<file path="src/rtl/uart_cmd_pkg.sv">
// Shared definitions for the UART motor-command receiver: parity modes,
// receiver FSM states and the ASCII command characters.
package uart_cmd_pkg;

  localparam int unsigned PAR_NONE = 0;
  localparam int unsigned PAR_ODD  = 1;
  localparam int unsigned PAR_EVEN = 2;

  typedef enum logic [2:0] {
    S_IDLE,
    S_START,
    S_DATA,
    S_PARITY,
    S_STOP,
    S_BREAK
  } rx_state_t;

  localparam logic [7:0] ASC_0 = 8'h30;
  localparam logic [7:0] ASC_9 = 8'h39;
  localparam logic [7:0] ASC_R = 8'h52;
  localparam logic [7:0] ASC_r = 8'h72;
  localparam logic [7:0] ASC_L = 8'h4C;
  localparam logic [7:0] ASC_l = 8'h6C;

endpackage

</file>
<file path="src/rtl/uart_rx_core.sv">
// Oversampling UART receiver: 2-flop synchroniser, tick divider, framing FSM,
// 3-sample majority vote per bit, and parity/framing error pulses.
module uart_rx_core
  import uart_cmd_pkg::*;
#(
  parameter int unsigned CLK_HZ     = 100_000_000,
  parameter int unsigned BAUD       = 115200,
  parameter int unsigned OVERSAMPLE = 16,
  parameter int unsigned DATA_BITS  = 8,
  parameter int unsigned PARITY     = PAR_NONE
) (
  input  logic                 clk100,
  input  logic                 reset,
  input  logic                 rx,
  output logic [DATA_BITS-1:0] rx_data,
  output logic                 rx_valid,
  output logic                 frame_err,
  output logic                 parity_err
);

  localparam int unsigned DIV = CLK_HZ / (BAUD * OVERSAMPLE);
  localparam int unsigned DW  = $clog2(DIV);
  localparam int unsigned PW  = $clog2(OVERSAMPLE);
  localparam int unsigned BW  = $clog2(DATA_BITS + 1);

  localparam logic [PW-1:0] PH_LO  = PW'(OVERSAMPLE / 2 - 1);
  localparam logic [PW-1:0] PH_MID = PW'(OVERSAMPLE / 2);
  localparam logic [PW-1:0] PH_HI  = PW'(OVERSAMPLE / 2 + 1);
  localparam logic [PW-1:0] PH_END = PW'(OVERSAMPLE - 1);

  generate
    if (DIV < 2) begin : g_div_check
      $error("uart_rx_core: CLK_HZ/(BAUD*OVERSAMPLE) must be >= 2");
    end
  endgenerate

  rx_state_t state, state_n;

  logic [1:0]           rx_sync;
  logic                 rx_s, rx_prev;
  logic [DW-1:0]        div_cnt;
  logic [PW-1:0]        ph;
  logic [BW-1:0]        bit_cnt;
  logic [DATA_BITS-1:0] shreg;
  logic [1:0]           samp;
  logic                 par_bad;
  logic                 tick, start_edge, at_lo, at_mid, at_hi, at_end, maj;
  logic                 rv_n, fe_n, pe_n;

  assign rx_s       = rx_sync[1];
  assign tick       = (div_cnt == DW'(DIV - 1));
  assign start_edge = (state == S_IDLE) && rx_prev && !rx_s;
  assign at_lo      = tick && (ph == PH_LO);
  assign at_mid     = tick && (ph == PH_MID);
  assign at_hi      = tick && (ph == PH_HI);
  assign at_end     = tick && (ph == PH_END);
  assign maj        = (samp[0] & samp[1]) | (samp[0] & rx_s) | (samp[1] & rx_s);

  always_ff @(posedge clk100) begin
    if (reset) state <= S_IDLE;
    else       state <= state_n;
  end

  // START holds until the end of the start-bit cell so every later cell's
  // phase counter begins at the bit boundary and the samples land mid-bit.
  always_comb begin
    state_n = state;
    rv_n    = 1'b0;
    fe_n    = 1'b0;
    pe_n    = 1'b0;
    case (state)
      S_IDLE:   if (start_edge) state_n = S_START;
      S_START:  begin
        if (at_mid && rx_s) state_n = S_IDLE;
        else if (at_end)    state_n = S_DATA;
      end
      S_DATA:   if (at_end && bit_cnt == BW'(DATA_BITS))
                  state_n = (PARITY != PAR_NONE) ? S_PARITY : S_STOP;
      S_PARITY: if (at_end) state_n = S_STOP;
      S_STOP:   if (at_mid) begin
        if (!rx_s) begin
          fe_n    = 1'b1;
          state_n = S_BREAK;
        end else begin
          pe_n    = par_bad;
          rv_n    = !par_bad;
          state_n = S_IDLE;
        end
      end
      S_BREAK:  if (rx_s) state_n = S_IDLE;
      default:  state_n = S_IDLE;
    endcase
  end

  always_ff @(posedge clk100) begin
    if (reset) begin
      rx_sync    <= '1;
      rx_prev    <= 1'b1;
      div_cnt    <= '0;
      ph         <= '0;
      bit_cnt    <= '0;
      shreg      <= '0;
      samp       <= '0;
      par_bad    <= 1'b0;
      rx_data    <= '0;
      rx_valid   <= 1'b0;
      frame_err  <= 1'b0;
      parity_err <= 1'b0;
    end else begin
      rx_sync    <= {rx_sync[0], rx};
      rx_prev    <= rx_s;
      rx_valid   <= rv_n;
      frame_err  <= fe_n;
      parity_err <= pe_n;
      if (rv_n) rx_data <= shreg;
      if (start_edge) begin
        div_cnt <= '0;
        ph      <= '0;
        bit_cnt <= '0;
        par_bad <= 1'b0;
      end else begin
        div_cnt <= tick ? '0 : div_cnt + 1'b1;
        if (tick)  ph <= (ph == PH_END) ? '0 : ph + 1'b1;
        if (at_lo) samp[0] <= rx_s;
        if (at_mid) samp[1] <= rx_s;
        if (at_hi && state == S_DATA) begin
          shreg   <= {maj, shreg[DATA_BITS-1:1]};
          bit_cnt <= bit_cnt + 1'b1;
        end
        if (at_hi && state == S_PARITY)
          par_bad <= ((^shreg) ^ maj) != (PARITY == PAR_ODD);
      end
    end
  end

endmodule

</file>
<file path="src/rtl/uart_cmd_rx.sv">
// UART receiver plus registered ASCII motor-command decoder: digits set the
// speed (saturating), R/r and L/l set the turn direction.
module uart_cmd_rx
  import uart_cmd_pkg::*;
#(
  parameter int unsigned CLK_HZ     = 100_000_000,
  parameter int unsigned BAUD       = 115200,
  parameter int unsigned OVERSAMPLE = 16,
  parameter int unsigned DATA_BITS  = 8,
  parameter int unsigned PARITY     = PAR_NONE,
  parameter int unsigned SPEED_W    = 4
) (
  input  logic                 clk100,
  input  logic                 reset,
  input  logic                 rx,
  output logic [DATA_BITS-1:0] rx_data,
  output logic                 rx_valid,
  output logic                 frame_err,
  output logic                 parity_err,
  output logic [SPEED_W-1:0]   speed,
  output logic                 turn,
  output logic                 cmd_valid,
  output logic                 cmd_err
);

  logic [DATA_BITS-1:0] core_data;
  logic                 core_valid;

  uart_rx_core #(
    .CLK_HZ    (CLK_HZ),
    .BAUD      (BAUD),
    .OVERSAMPLE(OVERSAMPLE),
    .DATA_BITS (DATA_BITS),
    .PARITY    (PARITY)
  ) u_core (
    .clk100    (clk100),
    .reset     (reset),
    .rx        (rx),
    .rx_data   (core_data),
    .rx_valid  (core_valid),
    .frame_err (frame_err),
    .parity_err(parity_err)
  );

  assign rx_data  = core_data;
  assign rx_valid = core_valid;

  generate
    if (DATA_BITS >= 7) begin : g_dec
      localparam int unsigned SMAX = (1 << SPEED_W) - 1;

      logic [7:0]         b;
      logic               is_digit;
      int unsigned        digit;
      logic [SPEED_W-1:0] dsat;

      always_comb begin
        b        = 8'(core_data);
        is_digit = (b >= ASC_0) && (b <= ASC_9);
        digit    = 32'(b - ASC_0);
        dsat     = (digit > SMAX) ? SPEED_W'(SMAX) : SPEED_W'(digit);
      end

      always_ff @(posedge clk100) begin
        if (reset) begin
          speed     <= '0;
          turn      <= 1'b0;
          cmd_valid <= 1'b0;
          cmd_err   <= 1'b0;
        end else begin
          cmd_valid <= 1'b0;
          cmd_err   <= 1'b0;
          if (core_valid) begin
            if (is_digit) begin
              speed     <= dsat;
              cmd_valid <= 1'b1;
            end else if (b == ASC_R || b == ASC_r) begin
              turn      <= 1'b1;
              cmd_valid <= 1'b1;
            end else if (b == ASC_L || b == ASC_l) begin
              turn      <= 1'b0;
              cmd_valid <= 1'b1;
            end else begin
              cmd_err   <= 1'b1;
            end
          end
        end
      end
    end else begin : g_nodec
      assign speed     = '0;
      assign turn      = 1'b0;
      assign cmd_valid = 1'b0;
      assign cmd_err   = 1'b0;
    end
  endgenerate

endmodule

</file>
<file path="config.mk">
export PLATFORM = sky130hd
export DESIGN_NAME = uart_cmd_rx
export DESIGN_NICKNAME = d
export VERILOG_FILES = /design/src/rtl/uart_cmd_pkg.sv /design/src/rtl/uart_rx_core.sv /design/src/rtl/uart_cmd_rx.sv
export SDC_FILE = /design/constraint.sdc
export NUM_CORES = 1
export LEC_CHECK = 0
export CORE_MARGIN = 3
export CORE_UTILIZATION = 49
export DETAILED_ROUTE_END_ITERATION = 12
export DONT_BUFFER_PORTS = 1
export PLACE_DENSITY = 0.74
export SLEW_MARGIN = 40
export SYNTH_ARGS = -nofsm -noshare
export SYNTH_HDL_FRONTEND = slang
export SYNTH_SLANG_ARGS = --single-unit
</file>
<file path="constraint.sdc">
create_clock -name clk100 -period 2.4 [get_ports clk100]
set_input_delay 0.48 -clock clk100 [delete_from_list [all_inputs] [get_ports clk100]]
set_output_delay 0.48 -clock clk100 [all_outputs]
set_load 0.01 [all_outputs]
</file>
==> summary.log <==
INFO  clocking       root_buffer=sky130_fd_sc_hd__clkbuf_8
INFO  worst_setup_path r2r-end=u_core.rx_data[6]$_SDFFE_PP0P_
INFO  timing         period_minus_slack=2.06ns
INFO  timing         drv_slew=0
INFO  worst_setup_path required=2.60ns
INFO  worst_setup_path critPathArrivalTime=2.27ns
INFO  routing        number_of_iterations_in_the_first_detailed_routing_pass=4
INFO  logic_synthesis synth-async-reset-ratio=0
INFO  die            num_io_pins=21
INFO  die            coreArea=4170µm²
INFO  logic_synthesis synth_flop_cell=sky130_fd_sc_hd__dfxtp_1
INFO  clocking       tritoncts_clock_tree=built
INFO  worst_setup_path timing.critical_path.cells=inv_1, ha_1, nand4b_1, or3_4, nor3_4, mux2i_1, nor2_1
INFO  final_layout   post_layout_nonfiller_instances=293
INFO  worst_setup_path rr_worst_depth=7
INFO  grt            via_count_of_the_first_global_routing_pass=1516
INFO  routing        drt_antenna_net_count=0
INFO  logic_synthesis synth_commonest_cells=sky130_fd_sc_hd__dfxtp_1 (49), sky130_fd_sc_hd__nor2_1 (32), sky130_fd_sc_hd__nand2_1 (25)
INFO  placement      buffer_ports.inserted=0
INFO  logic_synthesis total_nets_after_synthesis=256
INFO  worst_setup_path critical_path_peak_fanout=8
INFO  logic_synthesis yosysMostFrequentCell=sky130_fd_sc_hd__dfxtp_1
INFO  placement      dp_cells=285
INFO  clocking       tritoncts.num_buffers=5
INFO  timing         timing.clock.skew=0.00869ns
INFO  timing         final_clock_period_utilization_by_the_worst_path=0.860
INFO  timing         setup_repair_after_global_routing_missed_its_margin=false
INFO  worst_setup_path crit_path_max_incr_delay=0.41ns
INFO  grt            grt_antenna_before_repair=0
INFO  die            fp.dieW=73.1µm
INFO  run_status     outcome=completed
INFO  clocking       cts_htree_levels=2
INFO  logic_synthesis synth_cells=246
INFO  grt            globalRouteOverflowTotal=0
INFO  logic_synthesis mappedNetlistArea=2200µm²
INFO  timing         hold_ws=0.237ns
INFO  worst_setup_path flop2flop_setup_slack=0.34ns
INFO  job            drv_cap=0
INFO  pwr            cellLeakagePower=0.826nW
INFO  logic_synthesis yosys.cell_types.count=42
INFO  grt            gr_util_all_layers=0.170
INFO  routing        routedWlPerCell=14.1µm
INFO  grt            grt_start_max_net_pins=36
INFO  worst_setup_path worst_setup_path_endpoint=u_core.rx_data[6]$_SDFFE_PP0P_
INFO  worst_setup_path critPathKind=reg2reg
INFO  clocking       clk_transition_reported_paths=0.09ns
INFO  timing         slew-limit-headroom=0.667
INFO  timing         max_slew.worst_pin.slew=0.498ns
INFO  logic_synthesis avg_cell_area_syn=8.96µm²
INFO  die            std_cell_rows=23
INFO  worst_setup_path critPathLaunch=u_core.ph[0]$_SDFFE_PP0N_
INFO  clocking       cts_sink_cnt=49
INFO  routing        detail_route.wirelength=4130µm
INFO  logic_synthesis synth_largest_type_area_fraction=0.445
INFO  placement      gpl.final_weighted_congestion=0.906
INFO  logic_synthesis synth-seq-area-share=0.445
INFO  worst_setup_path worst_path_dominant_cell_family=simple AND/OR/NAND/NOR gates
INFO  worst_setup_path crit_path_top_delay_cell=sky130_fd_sc_hd__nor3_4
INFO  worst_setup_path cp-start-kind=flip-flop
INFO  clocking       cts_hold_buffers=0
INFO  pwr            pwr_cell_area=683nW/µm²
INFO  pwr            irDropWorstVdd=347µV
INFO  logic_synthesis largest_area_contributor_in_the_netlist=sky130_fd_sc_hd__dfxtp_1
INFO  logic_synthesis synth_edf_count=0
INFO  grt            grt_first_pass_wirelength=7070µm
INFO  worst_setup_path worst-path-stages=7
INFO  hold_path      worstHoldPathType=in2reg
INFO  worst_setup_path crit-reg2reg-launch=u_core.ph[0]$_SDFFE_PP0N_
INFO  clocking       cts.path.max_buffers=2
INFO  routing        vias_per_cell=5.68
INFO  routing        post-route-drc-count=0
INFO  worst_setup_path timing.critical_path.to_type=flip-flop
INFO  final_layout   nets=252
INFO  logic_synthesis yosysWarningCount=0
INFO  final_layout   final_layout_size_suffix_gt1_frac=0.0658
INFO  timing         setup_viol=0
INFO  worst_setup_path timing.critical_path.buf_inv=1
INFO  routing        route.vias.total=1663
INFO  logic_synthesis ys_ff_latch=49
INFO  routing        drt_first_iter_violations=151
INFO  final_layout   insertedDiodeCount=0
INFO  die            die_y=73.1µm
INFO  clocking       post_cts.resized_instances=0
INFO  final_layout   syn2layout_area_growth=5.96%
INFO  timing         fin_tns_setup=0ns
INFO  placement      dp.final_hpwl=2800µm
INFO  die            design.die.area=5340µm²
INFO  die            start_util=0.528
INFO  timing         finalHoldViolations=0
INFO  clocking       insertion_delay=0.30ns
INFO  final_layout   layout_fillers=358
INFO  logic_synthesis synth_area_leaders=sky130_fd_sc_hd__dfxtp_1 (44%), sky130_fd_sc_hd__mux2i_1 (6.4%), sky130_fd_sc_hd__nor2_1 (5.4%)
INFO  pwr            p_total=1.60mW
INFO  timing         max_freq=0.484GHz
INFO  clocking       cts.repair_timing.setup_buffer_count=0
[sequential cells by signal, summed over array words and instances (netlist names), 2 cells and up]
register	flops
u_core.rx_data	8
u_core.ph	4
u_core.bit_cnt	4
speed	4
u_core.div_cnt	6
u_core.samp	2
u_core.shreg	8
u_core.state	3
u_core.rx_sync	2
[cell type report]
type	count	area, µm²	share of cell area
Clock inverter	2	38.8	0.0166
Multi-Input combinational cell	179	1150	0.494
Inverter	7	26.3	0.0112
Tap cell	50	62.6	0.0268
Clock buffer	6	72.6	0.0311
Sequential cell	49	981	0.420
[placed cells by master, fill, tap and decap left out, types with 3 or more instances in the layout]
cell type                   n
sky130_fd_sc_hd__mux2i_1   14
sky130_fd_sc_hd__nor3b_1    3
sky130_fd_sc_hd__ha_1       7
sky130_fd_sc_hd__nor3_1     4
sky130_fd_sc_hd__dfxtp_1   49
sky130_fd_sc_hd__inv_1      7
sky130_fd_sc_hd__nor2_1    32
sky130_fd_sc_hd__nand4_1    3
sky130_fd_sc_hd__o21ai_0    8
sky130_fd_sc_hd__nand3_1    7
sky130_fd_sc_hd__clkbuf_8   5
sky130_fd_sc_hd__or2_2      5
sky130_fd_sc_hd__a21oi_1   19
sky130_fd_sc_hd__nand2_1   25
sky130_fd_sc_hd__nor2b_1    4
sky130_fd_sc_hd__xnor2_1   10
sky130_fd_sc_hd__xor2_1     6
[report_power, final]
group | internal (mW) | switching (mW) | total [mW]
Sequential | 0.833 | 0.0395 | 0.873
Combinational | 0.0647 | 0.0742 | 0.139
Clock | 0.313 | 0.272 | 0.585
Total | 1.21 | 0.385 | 1.60
[metal layers]
layer  global-route usage  wire [µm]
met5                    0          0
met4               0.0738         99
met3               0.0551        247
met2                0.244       1790
met1                0.232       1990
[stage by stage]
stage	setup slack [ns]	utilization	area, µm²
global placement	0.439	0.533	2220
global route	0.187	0.560	2340
finish	0.335	0.560	2340
CTS	0.333	0.560	2340
floorplan	0.584	-	2200
detailed placement	0.387	0.533	2220
[worst min-delay path by stage]
stage               cells after the start  slack (ns)                            to                          from
finish                                  1        0.24         speed[2]$_SDFFE_PP0P_                         reset
global route                            1        0.21   u_core.samp[0]$_SDFFE_PP0P_                         reset
CTS                                     1        0.22   u_core.samp[0]$_SDFFE_PP0P_                         reset
detailed placement                      1        0.41  u_core.rx_sync[1]$_SDFF_PP1_  u_core.rx_sync[0]$_SDFF_PP1_
global placement                        1        0.40  u_core.rx_sync[1]$_SDFF_PP1_  u_core.rx_sync[0]$_SDFF_PP1_
floorplan                               1        0.39  u_core.rx_sync[1]$_SDFF_PP1_  u_core.rx_sync[0]$_SDFF_PP1_
[cell families (layout without fill, tap and decap cells)]
group	count (synthesis)	after routing	share of synthesized area
flip-flops	49	49	0.445
multiplexers	14	14	0.0636
AND/OR/NAND/NOR	101	101	0.245
buffers and inverters	18	15	0.0312
adder cells (fa/ha/maj)	8	8	0.0443
XOR/XNOR	16	16	0.0636
AO/OA/AOI/OAI	40	40	0.107
(Power assumes the default switching activity.)
